`src/rtl/xmr_probe_arbiter.sv`:
```
`default_nettype none
// ============================================================================
// Module   : xmr_probe_arbiter
// Purpose  : Lets N probe requesters (XMR taps exported through bind wires,
//            e.g. _magma_bind_wire_* nets) share a single bound assertion
//            checker. Requests are arbitrated round-robin. The winner's probe
//            value and source id are captured and offered to the checker over
//            a valid/ready handshake. Checker fail results are accumulated
//            into a saturating fail count plus the first failing source.
// Revision : 1.0 - initial release
// ----------------------------------------------------------------------------
// Parameters
//   N        number of probe requesters (2..16)
//   W        probe data width
//   CNT_W    fail counter width
//   TIMEOUT  starvation limit in cycles (starvation monitor only)
// Ports
//   CLK              in   rising-edge clock
//   ASYNCRESET       in   asynchronous active-high reset
//   req[N]           in   per-requester request, held until ack
//   data[N*W]        in   packed probe values, requester i at [i*W +: W]
//   ack[N]           out  one-hot one-cycle pulse after handshake
//   chk_valid        out  offer to checker
//   chk_ready        in   checker accepts offer
//   chk_data[W]      out  captured probe value
//   chk_src[SW]      out  source index of the offer
//   res_valid        in   checker result strobe
//   res_fail         in   result is a failure (qualified by res_valid)
//   fail_count[CNT_W] out saturating failure count
//   first_fail_src   out  source of the accepted offer at the first failure
//   first_fail_seen  out  sticky first-failure flag
//   busy             out  high while an offer is outstanding
//   starve           out  sticky starvation flag (0 without the monitor)
// Build option
//   XMR_PROBE_ARB_STARVE_EN  enables per-requester wait counters, the starve
//                            flag and a concurrent assertion that it never sets.
// ============================================================================
module xmr_probe_arbiter #(
  parameter  int N       = 4,
  parameter  int W       = 8,
  parameter  int CNT_W   = 8,
  parameter  int TIMEOUT = 64,
  localparam int SW      = (N > 1) ? $clog2(N) : 1
) (
  input  logic             CLK,
  input  logic             ASYNCRESET,
  input  logic [N-1:0]     req,
  input  logic [N*W-1:0]   data,
  output logic [N-1:0]     ack,
  output logic             chk_valid,
  input  logic             chk_ready,
  output logic [W-1:0]     chk_data,
  output logic [SW-1:0]    chk_src,
  input  logic             res_valid,
  input  logic             res_fail,
  output logic [CNT_W-1:0] fail_count,
  output logic [SW-1:0]    first_fail_src,
  output logic             first_fail_seen,
  output logic             busy,
  output logic             starve
);

  if (N < 2 || N > 16 || W < 1 || CNT_W < 1 || TIMEOUT < 1) begin : g_param_check
    $error("xmr_probe_arbiter: parameter out of range");
  end

  localparam logic [0:0] ST_IDLE  = 1'b0;
  localparam logic [0:0] ST_OFFER = 1'b1;

  logic [0:0]       r_state;
  logic [SW-1:0]    r_ptr;
  logic [N-1:0]     r_ack;
  logic             r_chk_valid;
  logic [W-1:0]     r_chk_data;
  logic [SW-1:0]    r_chk_src;
  logic [SW-1:0]    r_last_src;   // source of the most recently accepted offer
  logic [CNT_W-1:0] r_fail_count;
  logic [SW-1:0]    r_first_fail_src;
  logic             r_first_fail_seen;

  logic             w_any;
  logic [SW-1:0]    w_win;
  logic [W-1:0]     w_win_data;
  logic [N-1:0]     w_src_onehot;
  logic [SW-1:0]    w_next_ptr;

  // Index reached by stepping k places upward from p, wrapping at N.
  function automatic logic [SW-1:0] rr_idx(input logic [SW-1:0] p, input int k);
    int s;
    s = int'(p) + k;
    if (s >= N) s = s - N;
    return SW'(s);
  endfunction

  // Scan from the farthest candidate down to ptr so the nearest set bit at
  // or after ptr is the last (and therefore winning) assignment.
  always_comb begin
    w_win = '0;
    for (int k = N - 1; k >= 0; k--) begin
      if (req[rr_idx(r_ptr, k)]) w_win = rr_idx(r_ptr, k);
    end
  end

  assign w_any        = |req;
  assign w_win_data   = data[int'(w_win)*W +: W];
  assign w_src_onehot = N'(1) << r_chk_src;
  assign w_next_ptr   = (r_chk_src == SW'(N - 1)) ? '0 : r_chk_src + SW'(1);

  // Arbitration / offer FSM. After a handshake the FSM spends one cycle in
  // IDLE (the ack cycle), so transfers are at most one every two cycles.
  always_ff @(posedge CLK or posedge ASYNCRESET) begin
    if (ASYNCRESET) begin
      r_state     <= ST_IDLE;
      r_ptr       <= '0;
      r_ack       <= '0;
      r_chk_valid <= 1'b0;
      r_chk_data  <= '0;
      r_chk_src   <= '0;
      r_last_src  <= '0;
    end else begin
      r_ack <= '0;
      case (r_state)
        ST_IDLE: begin
          if (w_any) begin
            r_chk_data  <= w_win_data;
            r_chk_src   <= w_win;
            r_chk_valid <= 1'b1;
            r_state     <= ST_OFFER;
          end
        end
        ST_OFFER: begin
          // The offer completes even if the requester has dropped req.
          if (chk_ready) begin
            r_ack       <= w_src_onehot;
            r_ptr       <= w_next_ptr;
            r_last_src  <= r_chk_src;
            r_chk_valid <= 1'b0;
            r_state     <= ST_IDLE;
          end
        end
        default: r_state <= ST_IDLE;
      endcase
    end
  end

  // Result accounting. r_last_src is read before this edge's handshake
  // updates it, so a concurrent handshake is attributed to the prior offer.
  always_ff @(posedge CLK or posedge ASYNCRESET) begin
    if (ASYNCRESET) begin
      r_fail_count      <= '0;
      r_first_fail_src  <= '0;
      r_first_fail_seen <= 1'b0;
    end else if (res_valid && res_fail) begin
      if (r_fail_count != '1) r_fail_count <= r_fail_count + CNT_W'(1);
      if (!r_first_fail_seen) begin
        r_first_fail_seen <= 1'b1;
        r_first_fail_src  <= r_last_src;
      end
    end
  end

  assign ack             = r_ack;
  assign chk_valid       = r_chk_valid;
  assign chk_data        = r_chk_data;
  assign chk_src         = r_chk_src;
  assign fail_count      = r_fail_count;
  assign first_fail_src  = r_first_fail_src;
  assign first_fail_seen = r_first_fail_seen;
  assign busy            = (r_state == ST_OFFER);

`ifdef XMR_PROBE_ARB_STARVE_EN
  localparam int TW = $clog2(TIMEOUT + 1);

  logic [TW-1:0] r_wait [N];
  logic          r_starve;
  logic          w_hit;

  // A counter about to step onto TIMEOUT flags starvation on the same edge.
  always_comb begin
    w_hit = 1'b0;
    for (int i = 0; i < N; i++) begin
      if (req[i] && !r_ack[i] && (r_wait[i] >= TW'(TIMEOUT - 1))) w_hit = 1'b1;
    end
  end

  always_ff @(posedge CLK or posedge ASYNCRESET) begin
    if (ASYNCRESET) begin
      for (int i = 0; i < N; i++) r_wait[i] <= '0;
      r_starve <= 1'b0;
    end else begin
      for (int i = 0; i < N; i++) begin
        if (!req[i] || r_ack[i]) r_wait[i] <= '0;
        else if (r_wait[i] != TW'(TIMEOUT)) r_wait[i] <= r_wait[i] + TW'(1);
      end
      r_starve <= r_starve | w_hit;
    end
  end

  assign starve = r_starve;

  a_no_starve: assert property (@(posedge CLK) disable iff (ASYNCRESET) !starve);
`else
  assign starve = 1'b0;
`endif

endmodule
`default_nettype wire
```
`config.mk`:
```
export PLATFORM = sky130hd
export DESIGN_NAME = xmr_probe_arbiter
export DESIGN_NICKNAME = d
export VERILOG_FILES = /design/src/rtl/xmr_probe_arbiter.sv
export SDC_FILE = /design/constraint.sdc
export NUM_CORES = 1
export LEC_CHECK = 0
export ABC_AREA = 0
export CORE_ASPECT_RATIO = 2
export CORE_MARGIN = 1
export CORE_UTILIZATION = 45
export CTS_BUF_LIST = sky130_fd_sc_hd__clkbuf_16
export DETAILED_ROUTE_END_ITERATION = 10
export GPL_ROUTABILITY_DRIVEN = 1
export PLACE_DENSITY = 0.84
export RECOVER_POWER = 100
export SETUP_SLACK_MARGIN = 0.1
export SYNTH_ARGS = -nofsm -noshare
export SYNTH_HDL_FRONTEND = slang
export SYNTH_SLANG_ARGS = --single-unit
```
`constraint.sdc`:
```
create_clock -name CLK -period 5.1 [get_ports CLK]
set_clock_uncertainty 0.1 [all_clocks]
set_input_delay 0.51 -clock CLK [delete_from_list [all_inputs] [get_ports CLK]]
set_output_delay 0.51 -clock CLK [all_outputs]
set_load 0.05 [all_outputs]
```
==> metrics.md <==
| Metric | Value |
|---|---|
| Area of the mapped netlist | `~1600 um^2` |
| Clock sink count | `31` |
| IO Count | `between 60 and 70` |
| Die X | `43.8 um` |
| Avg WL per Cell | `about 15 um` |
| GRT Resource Usage Total | `0.214` |
| Slew HR | `0.246` |
| Final hold viol count | `0` |
| Top cells by count, synth | `dfrtp_1, a211oi_1, nand2_1, nor2_1, mux2i_1` |
| Initial antenna violation count | `0` |
| Yosys reg bits | `31` |
| Worst setup path startpoint | `req[0]` |
| PostCTS Resize Cnt | `0` |
| Asr flop ratio synth | `1.00` |
| Initial Utilization | `0.466` |
| Total wire length | `between 3000 and 4000 um` |
| Critical path launch point type | `input pin` |
| CTS tree | `built` |
| DRC | `4` |
| Part of the Yosys area used for sequential elements | `0.492` |
| Total power | `~0.0013 W` |
| Yosys Warn Count | `0` |
| Worst vdd ir | `between 0.3 and 0.4 mV` |
| Placer Congestion | `between 0.8 and 0.9` |
| EDFF count, synth | `0` |
| Worst endpoint data arrival time | `between 2 and 3 ns` |
| Hold_buf cts | `0` |
| Final HPWL DP | `between 2000 and 3000 um` |
| DR vias/cell | `5.59` |
| Largest net degree at the start of global routing | `32` |
| Worst hold start | `r_last_src[1]$_DFFE_PP0P_` |
| Final setup margin | `2.19 ns` |
| Unrepaired setup endpoints after global routing | `false` |
| Vias in the first global route | `around 1,400` |
| Area leader, netlist | `dfrtp_1` |
| Die area | `~3800 um^2` |
| Pre-CTS setup slack | `roughly 2.2 ns` |
| Worst Max-Slew Pin Slew | `approximately 1.1 ns` |
| Most used DFF post-synth | `dfrtp_1` |
| CP Class | `input pin to register` |
| H-tree Lvls | `2` |
| LEAKAGE | `1.10 nW` |
| ANT nets after route | `0` |
| CP endpoint kind | `register` |
| Drt pass-1 iters | `7` |
| Post-route minimum period | `2.91 ns` |
| ANT cells | `0` |
| FF-to-FF Start | `busy$_DFF_PP0_` |
| Inserted Clock Buffers | `5` |
| Row count | `30` |
| Violated checks | `design-rule violations` |
| Final #Nets | `~270` |
| Cell Pwr Density | `between 500 and 600 nW/um^2` |
| Outcome | `complete, but fails checks` |
| CTS Buffer Depth | `2` |
| Synth-to-layout area growth | `51.5%` |
| Clock Latency Late Sink | `around 0.27 ns` |
| Final core occ | `0.707` |
| Period utilisation layout | `0.571` |
| Total congestion overflow | `0` |
| Filler cells | `282` |
| Setup violations, final | `0` |
| Max Slew Vio Count | `0` |
| Post-synth top area share | `0.492` |
| CP Max Fanout | `12` |
| Core area | `roughly 3400 um^2` |
| Layout cells sized above 1 | `0.0633` |
| Top cells by area, synth | `dfrtp_1, mux2i_1, a211oi_1, ha_1, nand2_1` |
| Clock root cell | `clkbuf_16` |
| Syn_nets | `197` |
| Max Fclk | `between 0.3 and 0.4 GHz` |
| Setup TNS Final | `0 ns` |
| Area of the multi-input gates | `744 um^2` |
| Gate Count Post-Synth | `approximately 150` |
| Mean area per synthesized cell | `10.4 um^2` |
| First-pass GRT wire length | `between 5000 and 6000 um` |
| Worst-path clk slew | `0.05 ns` |
| Storage cell area | `slightly below 800 um^2` |
| Crit path required time | `approximately 5 ns` |
| Most common cell in the synthesized netlist | `dfrtp_1` |
| DIE HEIGHT | `roughly 86 um` |
| Post-CTS Repair Setup Buffers | `0` |
| Vias after detailed routing | `1,414` |
| 1st-iter DRT viols | `17` |
| Hold crit path type | `register to register` |
| Unique masters post-synth | `33` |
| Max Cap Violations | `0` |
| I/O Buffers | `67` |
[cells by family (layout without fill, tap and decap cells)]
kind of cell | after synthesis | in the layout | share of synthesized area
DFF | 31 | 31 | 0.492
muxes | 15 | 15 | 0.0985
adders and majority gates | 5 | 5 | 0.0397
other | 1 | 1 | 0.00238
AOI/OAI and AO/OA | 26 | 26 | 0.125
xor gates and xnor gates | 7 | 7 | 0.0389
and+or+nand+nor | 56 | 56 | 0.170
buffers and inverters | 10 | 80 | 0.0334
[cells in the final DEF, fill, tap and decap left out, types with 2 or more instances in the layout]
cell type and n:
o21ai_0 4, inv_1 6, ha_1 5, clkbuf_16 5
a211oi_2 2, nand2b_1 3, xnor2_1 3, nand2_1 14
nor2_1 15, dfrtp_1 31, a211oi_1 14, and3_1 7
mux2_2 4, mux2i_1 11, nand3_1 4, dlygate4sd3_1 31
xor2_1 4, nor3_1 8, clkdlybuf4s50_1 36
[stage by stage]
stage / hold WS (ns) / area, um^2 / cells
3_3_place_gp: 0.363 / 2260 / 246
4_1_cts: 0.389 / 2390 / 253
3_5_place_dp: 0.378 / 2260 / 246
2_1_floorplan: 0.344 / 1580 / 151
5_1_grt: 0.412 / 2390 / 253
6_report: 0.384 / 2390 / 253
[layer usage]
layer | GRT usage | share of wire | routed length [um] | vias up
li1 | - | - | - | 673
met5 | 0 | 0 | 0 | -
met1 | 0.190 | 0.31 | 1160 | 648
met3 | 0.0484 | 0.064 | 236 | 15
met4 | 0.108 | 0.031 | 116 | 0
met2 | 0.412 | 0.59 | 2200 | 78
[critical path, stage by stage]
cell and delay [ns]:
dlygate4sd3_1 0.62, nor4_1 0.11, nor2_1 0.61, o21ai_0 0.59, a211oi_1 0.42, a211oi_1 0.08
[registers in the layout, indices dropped and copies added (netlist names), 2 cells and up]
| signal | cells |
|---|---|
| chk_src | 2 |
| ack | 4 |
| r_last_src | 2 |
| fail_count | 8 |
| first_fail_src | 2 |
| chk_data | 8 |
| r_ptr | 2 |
[report_power, final]
group	internal, W	switching (W)
registers	0.000331	0.0000757
clock network	0.000175	0.0000989
logic	0.000215	0.000416
total	0.000721	0.000591
[final timing paths]
kind | endpoint | slack (ns) | depth (start not counted)
max in group asynchronous | ack[3]$_DFF_PP0_ | 3.35 | 2
max | chk_data[7]$_DFFE_PP0P_ | 2.19 | 6
min reg2reg | r_last_src[1]$_DFFE_PP0P_ | 0.38 | 2
max reg2reg | chk_data[7]$_DFFE_PP0P_ | 2.67 | 4
min | r_last_src[1]$_DFFE_PP0P_ | 0.38 | 2
min in group asynchronous | chk_data[1]$_DFFE_PP0P_ | 0.87 | 2
[area by class of cell]
type,count,area share
Inverter,6,0.00943
Multi-Input combinational cell,110,0.312
Clock inverter,2,0.00367
Clock buffer,5,0.0524
Sequential cell,31,0.325
Tap cell,32,0.0168
Timing Repair Buffer,67,0.281
Power figures use the tool's default switching activity.
